<file path="config.mk">
export PLATFORM = sky130hd
export DESIGN_NAME = c17_key_loader_flat
export DESIGN_NICKNAME = d
export VERILOG_FILES = /design/src/rtl/c17_key_loader_if.sv /design/src/rtl/c17_key_loader.sv /design/src/flat_wrapper.sv
export SDC_FILE = /design/constraint.sdc
export NUM_CORES = 1
export LEC_CHECK = 0
export CAP_MARGIN = 20
export CORE_ASPECT_RATIO = 0.9
export CORE_MARGIN = 2
export CORE_UTILIZATION = 33
export DETAILED_ROUTE_END_ITERATION = 10
export PLACE_DENSITY = 0.55
export SETUP_SLACK_MARGIN = 0.5
export SLEW_MARGIN = 10
export SYNTH_ARGS = -nofsm -noshare
export SYNTH_HDL_FRONTEND = slang
export SYNTH_SLANG_ARGS = --single-unit
</file>
<file path="constraint.sdc">
create_clock -name clk -period 1.55 [get_ports clk]
set_input_delay 0.31 -clock clk [delete_from_list [all_inputs] [get_ports clk]]
set_output_delay 0.31 -clock clk [all_outputs]
set_load 0.1 [all_outputs]
</file>
<file path="src/rtl/c17_key_loader_if.sv">
// Handshake and status bundle between the key source and the c17 key loader.
// Signal suffixes are from the loader's point of view (_i into it, _o out of it).
interface c17_key_loader_if #(
  parameter int KEY_WIDTH = 3
);
  logic                 start_i;
  logic                 abort_i;
  logic                 s_valid_i;
  logic                 s_bit_i;
  logic                 s_ready_o;
  logic [KEY_WIDTH-1:0] key_out_o;
  logic                 key_committed_o;
  logic                 done_o;
  logic                 err_o;
  logic                 busy_o;
  logic                 lockout_o;
  logic [2:0]           fail_cnt_o;

  modport master (
    output start_i, abort_i, s_valid_i, s_bit_i,
    input  s_ready_o, key_out_o, key_committed_o, done_o, err_o,
           busy_o, lockout_o, fail_cnt_o
  );

  modport slave (
    input  start_i, abort_i, s_valid_i, s_bit_i,
    output s_ready_o, key_out_o, key_committed_o, done_o, err_o,
           busy_o, lockout_o, fail_cnt_o
  );
endinterface

</file>
<file path="src/rtl/c17_key_loader.sv">
// Serial, parity-checked, write-once key loader feeding keyinput24..26 of c17.
// A decoy key is driven until a verified key is committed; repeated bad loads lock it out.
module c17_key_loader #(
  parameter int                   KEY_WIDTH = 3,
  parameter logic [KEY_WIDTH-1:0] DECOY_KEY = '0,
  parameter int                   MAX_FAIL  = 3
) (
  input logic               clk,
  input logic               rst_n,
  c17_key_loader_if.slave   loader_io
);

  localparam int CNT_W = $clog2(KEY_WIDTH + 1);

  typedef enum logic [2:0] {
    IDLE,
    SHIFT,
    PARITY,
    CHECK,
    COMMITTED,
    LOCKOUT
  } state_e;

  state_e               state_q, state_d;
  logic [KEY_WIDTH-1:0] shreg_q, shreg_d;
  logic [CNT_W-1:0]     bitCnt_q, bitCnt_d;
  logic                 parity_q, parity_d;
  logic [KEY_WIDTH-1:0] key_q, key_d;
  logic                 committed_q, committed_d;
  logic                 done_q, done_d;
  logic                 err_q, err_d;
  logic [2:0]           failCnt_q, failCnt_d;

  logic sReady;
  logic xfer;

  assign sReady = (state_q == SHIFT) || (state_q == PARITY);
  assign xfer   = loader_io.s_valid_i && sReady;

  always_ff @(posedge clk or negedge rst_n) begin
    if (!rst_n) begin
      state_q     <= IDLE;
      shreg_q     <= '0;
      bitCnt_q    <= '0;
      parity_q    <= 1'b0;
      key_q       <= DECOY_KEY;
      committed_q <= 1'b0;
      done_q      <= 1'b0;
      err_q       <= 1'b0;
      failCnt_q   <= 3'd0;
    end else begin
      state_q     <= state_d;
      shreg_q     <= shreg_d;
      bitCnt_q    <= bitCnt_d;
      parity_q    <= parity_d;
      key_q       <= key_d;
      committed_q <= committed_d;
      done_q      <= done_d;
      err_q       <= err_d;
      failCnt_q   <= failCnt_d;
    end
  end

  always_comb begin
    state_d     = state_q;
    shreg_d     = shreg_q;
    bitCnt_d    = bitCnt_q;
    parity_d    = parity_q;
    key_d       = key_q;
    committed_d = committed_q;
    done_d      = 1'b0;
    err_d       = 1'b0;
    failCnt_d   = failCnt_q;

    case (state_q)
      IDLE: begin
        if (loader_io.start_i) begin
          state_d  = SHIFT;
          shreg_d  = '0;
          bitCnt_d = '0;
        end
      end

      // abort takes priority so a bit offered in the same cycle is dropped
      SHIFT: begin
        if (loader_io.abort_i) begin
          state_d  = IDLE;
          shreg_d  = '0;
          bitCnt_d = '0;
        end else if (xfer) begin
          shreg_d  = {shreg_q[KEY_WIDTH-2:0], loader_io.s_bit_i};
          bitCnt_d = bitCnt_q + 1'b1;
          if (bitCnt_q == CNT_W'(KEY_WIDTH - 1)) begin
            state_d = PARITY;
          end
        end
      end

      PARITY: begin
        if (loader_io.abort_i) begin
          state_d  = IDLE;
          shreg_d  = '0;
          bitCnt_d = '0;
        end else if (xfer) begin
          parity_d = loader_io.s_bit_i;
          state_d  = CHECK;
        end
      end

      CHECK: begin
        if ((^shreg_q ^ parity_q) == 1'b0) begin
          key_d       = shreg_q;
          committed_d = 1'b1;
          done_d      = 1'b1;
          state_d     = COMMITTED;
        end else begin
          err_d     = 1'b1;
          failCnt_d = (failCnt_q == 3'd7) ? 3'd7 : failCnt_q + 3'd1;
          shreg_d   = '0;
          bitCnt_d  = '0;
          state_d   = (failCnt_d == 3'(MAX_FAIL)) ? LOCKOUT : IDLE;
        end
      end

      COMMITTED: state_d = COMMITTED;
      LOCKOUT:   state_d = LOCKOUT;
      default:   state_d = IDLE;
    endcase
  end

  assign loader_io.s_ready_o       = sReady;
  assign loader_io.key_out_o       = key_q;
  assign loader_io.key_committed_o = committed_q;
  assign loader_io.done_o          = done_q;
  assign loader_io.err_o           = err_q;
  assign loader_io.busy_o          = sReady || (state_q == CHECK);
  assign loader_io.lockout_o       = (state_q == LOCKOUT);
  assign loader_io.fail_cnt_o      = failCnt_q;

endmodule
</file>
<file path="src/flat_wrapper.sv">
// flat-port wrapper written by rule: the top's interface ports become plain ports
module c17_key_loader_flat 
#(
  parameter int                   KEY_WIDTH = 3,
  parameter logic [KEY_WIDTH-1:0] DECOY_KEY = '0,
  parameter int                   MAX_FAIL  = 3
)
  (clk, rst_n, loader_io_start_i, loader_io_abort_i, loader_io_s_valid_i, loader_io_s_bit_i, loader_io_s_ready_o, loader_io_key_out_o, loader_io_key_committed_o, loader_io_done_o, loader_io_err_o, loader_io_busy_o, loader_io_lockout_o, loader_io_fail_cnt_o);
  c17_key_loader_if #(.KEY_WIDTH(KEY_WIDTH)) loader_io_i ();
  input logic clk;
  input logic rst_n;
  input wire logic [$bits(loader_io_i.start_i)-1:0] loader_io_start_i;
  input wire logic [$bits(loader_io_i.abort_i)-1:0] loader_io_abort_i;
  input wire logic [$bits(loader_io_i.s_valid_i)-1:0] loader_io_s_valid_i;
  input wire logic [$bits(loader_io_i.s_bit_i)-1:0] loader_io_s_bit_i;
  output wire logic [$bits(loader_io_i.s_ready_o)-1:0] loader_io_s_ready_o;
  output wire logic [$bits(loader_io_i.key_out_o)-1:0] loader_io_key_out_o;
  output wire logic [$bits(loader_io_i.key_committed_o)-1:0] loader_io_key_committed_o;
  output wire logic [$bits(loader_io_i.done_o)-1:0] loader_io_done_o;
  output wire logic [$bits(loader_io_i.err_o)-1:0] loader_io_err_o;
  output wire logic [$bits(loader_io_i.busy_o)-1:0] loader_io_busy_o;
  output wire logic [$bits(loader_io_i.lockout_o)-1:0] loader_io_lockout_o;
  output wire logic [$bits(loader_io_i.fail_cnt_o)-1:0] loader_io_fail_cnt_o;
  assign loader_io_i.start_i = loader_io_start_i;
  assign loader_io_i.abort_i = loader_io_abort_i;
  assign loader_io_i.s_valid_i = loader_io_s_valid_i;
  assign loader_io_i.s_bit_i = loader_io_s_bit_i;
  assign loader_io_s_ready_o = loader_io_i.s_ready_o;
  assign loader_io_key_out_o = loader_io_i.key_out_o;
  assign loader_io_key_committed_o = loader_io_i.key_committed_o;
  assign loader_io_done_o = loader_io_i.done_o;
  assign loader_io_err_o = loader_io_i.err_o;
  assign loader_io_busy_o = loader_io_i.busy_o;
  assign loader_io_lockout_o = loader_io_i.lockout_o;
  assign loader_io_fail_cnt_o = loader_io_i.fail_cnt_o;
  c17_key_loader #(.KEY_WIDTH(KEY_WIDTH), .DECOY_KEY(DECOY_KEY), .MAX_FAIL(MAX_FAIL)) u_core (.clk(clk), .rst_n(rst_n), .loader_io(loader_io_i));
endmodule
</file>
==> flow_summary.rst <==
.. list-table::
   :header-rows: 1

   * - Metric
     - Value
   * - Status
     - finished, violations left
   * - Violations in the final reports
     - setup timing
   * - Flip-flop and latch count after synthesis
     - 18
   * - Fin crit share
     - 1.09
   * - Number of antenna violations at the first check in global routing
     - 0
   * - CTS clk-pin slew, worst paths
     - roughly 0.11 ns
   * - Detail-routed net length per standard cell
     - 12.4 um
   * - Yosys cell types
     - 31
   * - Switching component of the power
     - around 1.3 mW
   * - Part of the total power dissipated in the clock network
     - 0.096
   * - Layout cell share with drive strength beyond 1
     - 0.628
   * - CTS Buffer Depth
     - 2
   * - Total number of nets in the final design
     - 146
   * - Cell internal power dissipation
     - around 1.7 mW
   * - Via count
     - about 780
   * - Setup CP Type
     - reg -> out
   * - Static leakage
     - 0.773 nW
   * - Final core utilization
     - 0.638
   * - Mean cell area of the mapped netlist
     - 10.6 um2
   * - Port-buffer cells
     - 17
   * - Detailed placement HPWL
     - approximately 1400 um
   * - Portion of the post-synthesis area used by sequential elements
     - 0.485
   * - Sum of internal, switching and leakage power
     - about 3.0 mW
   * - Cells after Synth
     - just under 90
   * - Clock Skew
     - 0.0108 ns
   * - Height of the die
     - between 50 and 60 um
   * - IR drop worst, VDD
     - slightly above 0.0008 V
   * - Final standard cell area without fillers
     - between 1500 and 2000 um2
   * - Count of endpoints failing setup in the final report
     - 10
   * - Final Hold Viols
     - 0
   * - Maximum fanout along the worst path
     - 4
   * - Class of the most critical hold timing path
     - in -> async
   * - Die Footprint
     - ~3300 um2
   * - Required @ worst endpoint
     - approximately 1.2 ns
   * - Filler cell count in the final layout
     - around 220
   * - Number of placement rows
     - 18
   * - Net switching share of the total power
     - 0.440
   * - Met2 Usage GRT
     - 0.230
   * - Leading cell type in the layout, fill and taps excluded
     - sky130_fd_sc_hd__buf_4
   * - Layer with the highest usage after global routing
     - met2
   * - Gr usage total
     - 0.136
   * - Remaining routing DRC violations
     - 0
   * - Crit path time final
     - between 1.5 and 2 ns
   * - Grt met1 use
     - 0.168
   * - Number of slew-limit violations in the final report
     - 0
   * - Setup repair after global routing missed its margin
     - yes
   * - Count of inserted antenna diode cells
     - 0
   * - Combinational cell fraction of total power
     - 0.671
   * - Core Box Area
     - 2700 um2
   * - Sum of negative setup slack
     - -0.721 ns
   * - Clk sinks
     - 18
   * - TritonCTS clock tree
     - yes
   * - Slew of the pin with the lowest slew margin
     - around 0.27 ns
   * - Pin count of the biggest net entering global routing
     - 19
   * - IO Pins
     - 18
   * - Depth of the most critical reg-to-reg path
     - 5
   * - Vias per cell
     - 4.69
   * - Max Clock Freq
     - approximately 590 MHz
   * - Clk Tree Root Cell
     - sky130_fd_sc_hd__clkbuf_4
   * - Placed Area
     - about 1500 um2
   * - Sequential Power Share
     - 0.232
   * - Pre-CTS worst setup slack
     - -0.294 ns
   * - Net count after synthesis
     - 96
   * - H-tree levels
     - 1
   * - Power Dens Cells
     - approximately 1700 nW/um2
   * - Leading cell types in the layout, fill and taps excluded
     - sky130_fd_sc_hd__buf_4 (23), sky130_fd_sc_hd__buf_12 (12), sky130_fd_sc_hd__buf_6 (10)
   * - Wire length of the first global-routing pass
     - around 3200 um
   * - Overflow left after global routing
     - 0
   * - Source-to-sink clock delay at the later pin of the worst-skew pair
     - about 0.3 ns
   * - Post-route setup slack
     - -0.145 ns
   * - Setup crit end kind
     - output pin
   * - Inserted Clock Buffers
     - 3
   * - DIE WIDTH
     - around 60 um
   * - Netlist Area Pre-Place
     - a little over 900 um2
   * - Max transition margin
     - 0.823
   * - Sum of routed wire length over all layers
     - slightly above 2000 um
   * - Number of global-route vias before repair
     - between 700 and 800
   * - Ys Warns
     - 0
   * - Antenna viol nets, final
     - 0
   * - Area growth from synthesis to final layout
     - 85.6%
   * - Drt first pass iters
     - 4
   * - Worst setup SP type
     - flip-flop
   * - Final weighted congestion of routability-driven global placement
     - 0.838
   * - Max-Cap Viols
     - 0
   * - Data arrival, critical path
     - 1.39 ns
   * - Global-route met3 utilization
     - 0.0449
   * - DR iter-0 viols
     - 3
   * - Post-CTS Hold Fix Bufs
     - 0
   * - Starting utilization of the core area
     - 0.344
[state kept, by name (all words and copies together), names as in the netlist]
register                          cells
u_core.parity_q                       1
u_core.loader_io.err_o                1
u_core.shreg_q                        3
u_core.state_q                        3
u_core.loader_io.key_out_o            3
u_core.loader_io.key_committed_o      1
u_core.loader_io.done_o               1
u_core.loader_io.fail_cnt_o           3
u_core.bitCnt_q                       2
[what timing repair did]
item	4_1_cts	5_1_grt
setup buffers	9	5
resized for setup	17	14
hold endpoints to repair	0	0
setup endpoints to repair	30	30
pin swaps	3	2
[synthesized netlist by cell type]
cell,number,area (um2)
sky130_fd_sc_hd__a21o_1,2,15.0
sky130_fd_sc_hd__a21oi_1,2,10.0
sky130_fd_sc_hd__a311o_1,1,10.0
sky130_fd_sc_hd__a31oi_1,2,12.5
sky130_fd_sc_hd__and2_1,3,18.8
sky130_fd_sc_hd__and2b_1,1,7.51
sky130_fd_sc_hd__buf_2,1,5.00
sky130_fd_sc_hd__buf_6,2,22.5
sky130_fd_sc_hd__clkbuf_1,2,7.51
sky130_fd_sc_hd__dfrtp_1,18,450
sky130_fd_sc_hd__ha_1,2,25.0
sky130_fd_sc_hd__inv_1,7,26.3
sky130_fd_sc_hd__mux2_2,5,56.3
sky130_fd_sc_hd__mux2_4,1,15.0
sky130_fd_sc_hd__mux2i_1,5,50.1
sky130_fd_sc_hd__nand2_1,7,26.3
sky130_fd_sc_hd__nand3_1,1,5.00
sky130_fd_sc_hd__nor2_1,5,18.8
sky130_fd_sc_hd__nor2b_1,2,12.5
sky130_fd_sc_hd__nor3_1,1,5.00
sky130_fd_sc_hd__nor3_2,1,10.0
sky130_fd_sc_hd__nor3b_1,1,7.51
sky130_fd_sc_hd__nor4b_1,1,8.76
sky130_fd_sc_hd__o21a_1,1,7.51
sky130_fd_sc_hd__o21ai_0,5,25.0
sky130_fd_sc_hd__o21bai_1,2,15.0
sky130_fd_sc_hd__o22ai_1,1,6.26
sky130_fd_sc_hd__o31a_1,1,8.76
sky130_fd_sc_hd__or2_2,1,6.26
sky130_fd_sc_hd__or3b_2,1,8.76
sky130_fd_sc_hd__xnor2_1,3,26.3
[path summary, 6_finish.rpt]
path | to | slack, ns | start
min | u_core.state_q[2] | 0.33 | rst_n
max in group asynchronous | u_core.loader_io.key_out_o[0] | 0.99 | rst_n
max reg2reg | u_core.bitCnt_q[1] | -0.11 | u_core.state_q[0]
min reg2reg | u_core.bitCnt_q[1] | 0.53 | u_core.bitCnt_q[1]
min in group clk | u_core.bitCnt_q[1] | 0.53 | u_core.bitCnt_q[1]
max | loader_io_s_ready_o | -0.15 | u_core.state_q[0]
[worst max-delay path, cell delays in order (launching register included)]
cell and delay (ns):
sky130_fd_sc_hd__dfrtp_1 0.39, sky130_fd_sc_hd__buf_6 0.12, sky130_fd_sc_hd__and2b_2 0.22, sky130_fd_sc_hd__o21a_4 0.20
sky130_fd_sc_hd__buf_12 0.16
[power groups by stage]
| stage | Sequential, mW | Clock [mW] | Combinational (mW) |
|---|---|---|---|
| after global placement | 0.698 | 0 | 1.67 |
| after floorplan | 0.860 | 0 | 0.982 |
| final | 0.700 | 0.291 | 2.02 |
| after CTS | 0.677 | 0.303 | 1.85 |
| after detailed placement | 0.697 | 0 | 1.68 |
| after global routing | 0.712 | 0.321 | 2.13 |
[layer usage]
metal	part of all wire	vias to the layer above
li1	-	397
met1	0.46	374
met2	0.51	11
met3	0.026	2
met4	0.0072	0
met5	0	-
[logic make-up (layout without fill, tap and decap cells)]
| kind of cell | Yosys count | in the layout | synth area share |
|---|---|---|---|
| fa+ha+maj | 2 | 2 | 0.0269 |
| xor+xnor | 3 | 3 | 0.0283 |
| flops | 18 | 18 | 0.485 |
| mux | 11 | 11 | 0.131 |
| simple gates | 25 | 25 | 0.145 |
| buf+inv | 12 | 61 | 0.0660 |
| compound gates | 17 | 17 | 0.118 |
[through the flow]
stage          hold WS (ns)  std cells
2_1_floorplan        0.0144         88
3_3_place_gp          0.508        149
3_5_place_dp          0.501        149
4_1_cts               0.341        162
5_1_grt               0.347        167
6_report              0.332        167
[cell type report]
cell class,instances,area [um2],share of cell area
Timing Repair Buffer,50,576,0.334
Tap cell,30,37.5,0.0218
Clock buffer,4,36.3,0.0210
Sequential cell,18,469,0.272
Inverter,7,26.3,0.0152
Multi-Input combinational cell,58,581,0.336
Power figures use the tool's default switching activity.
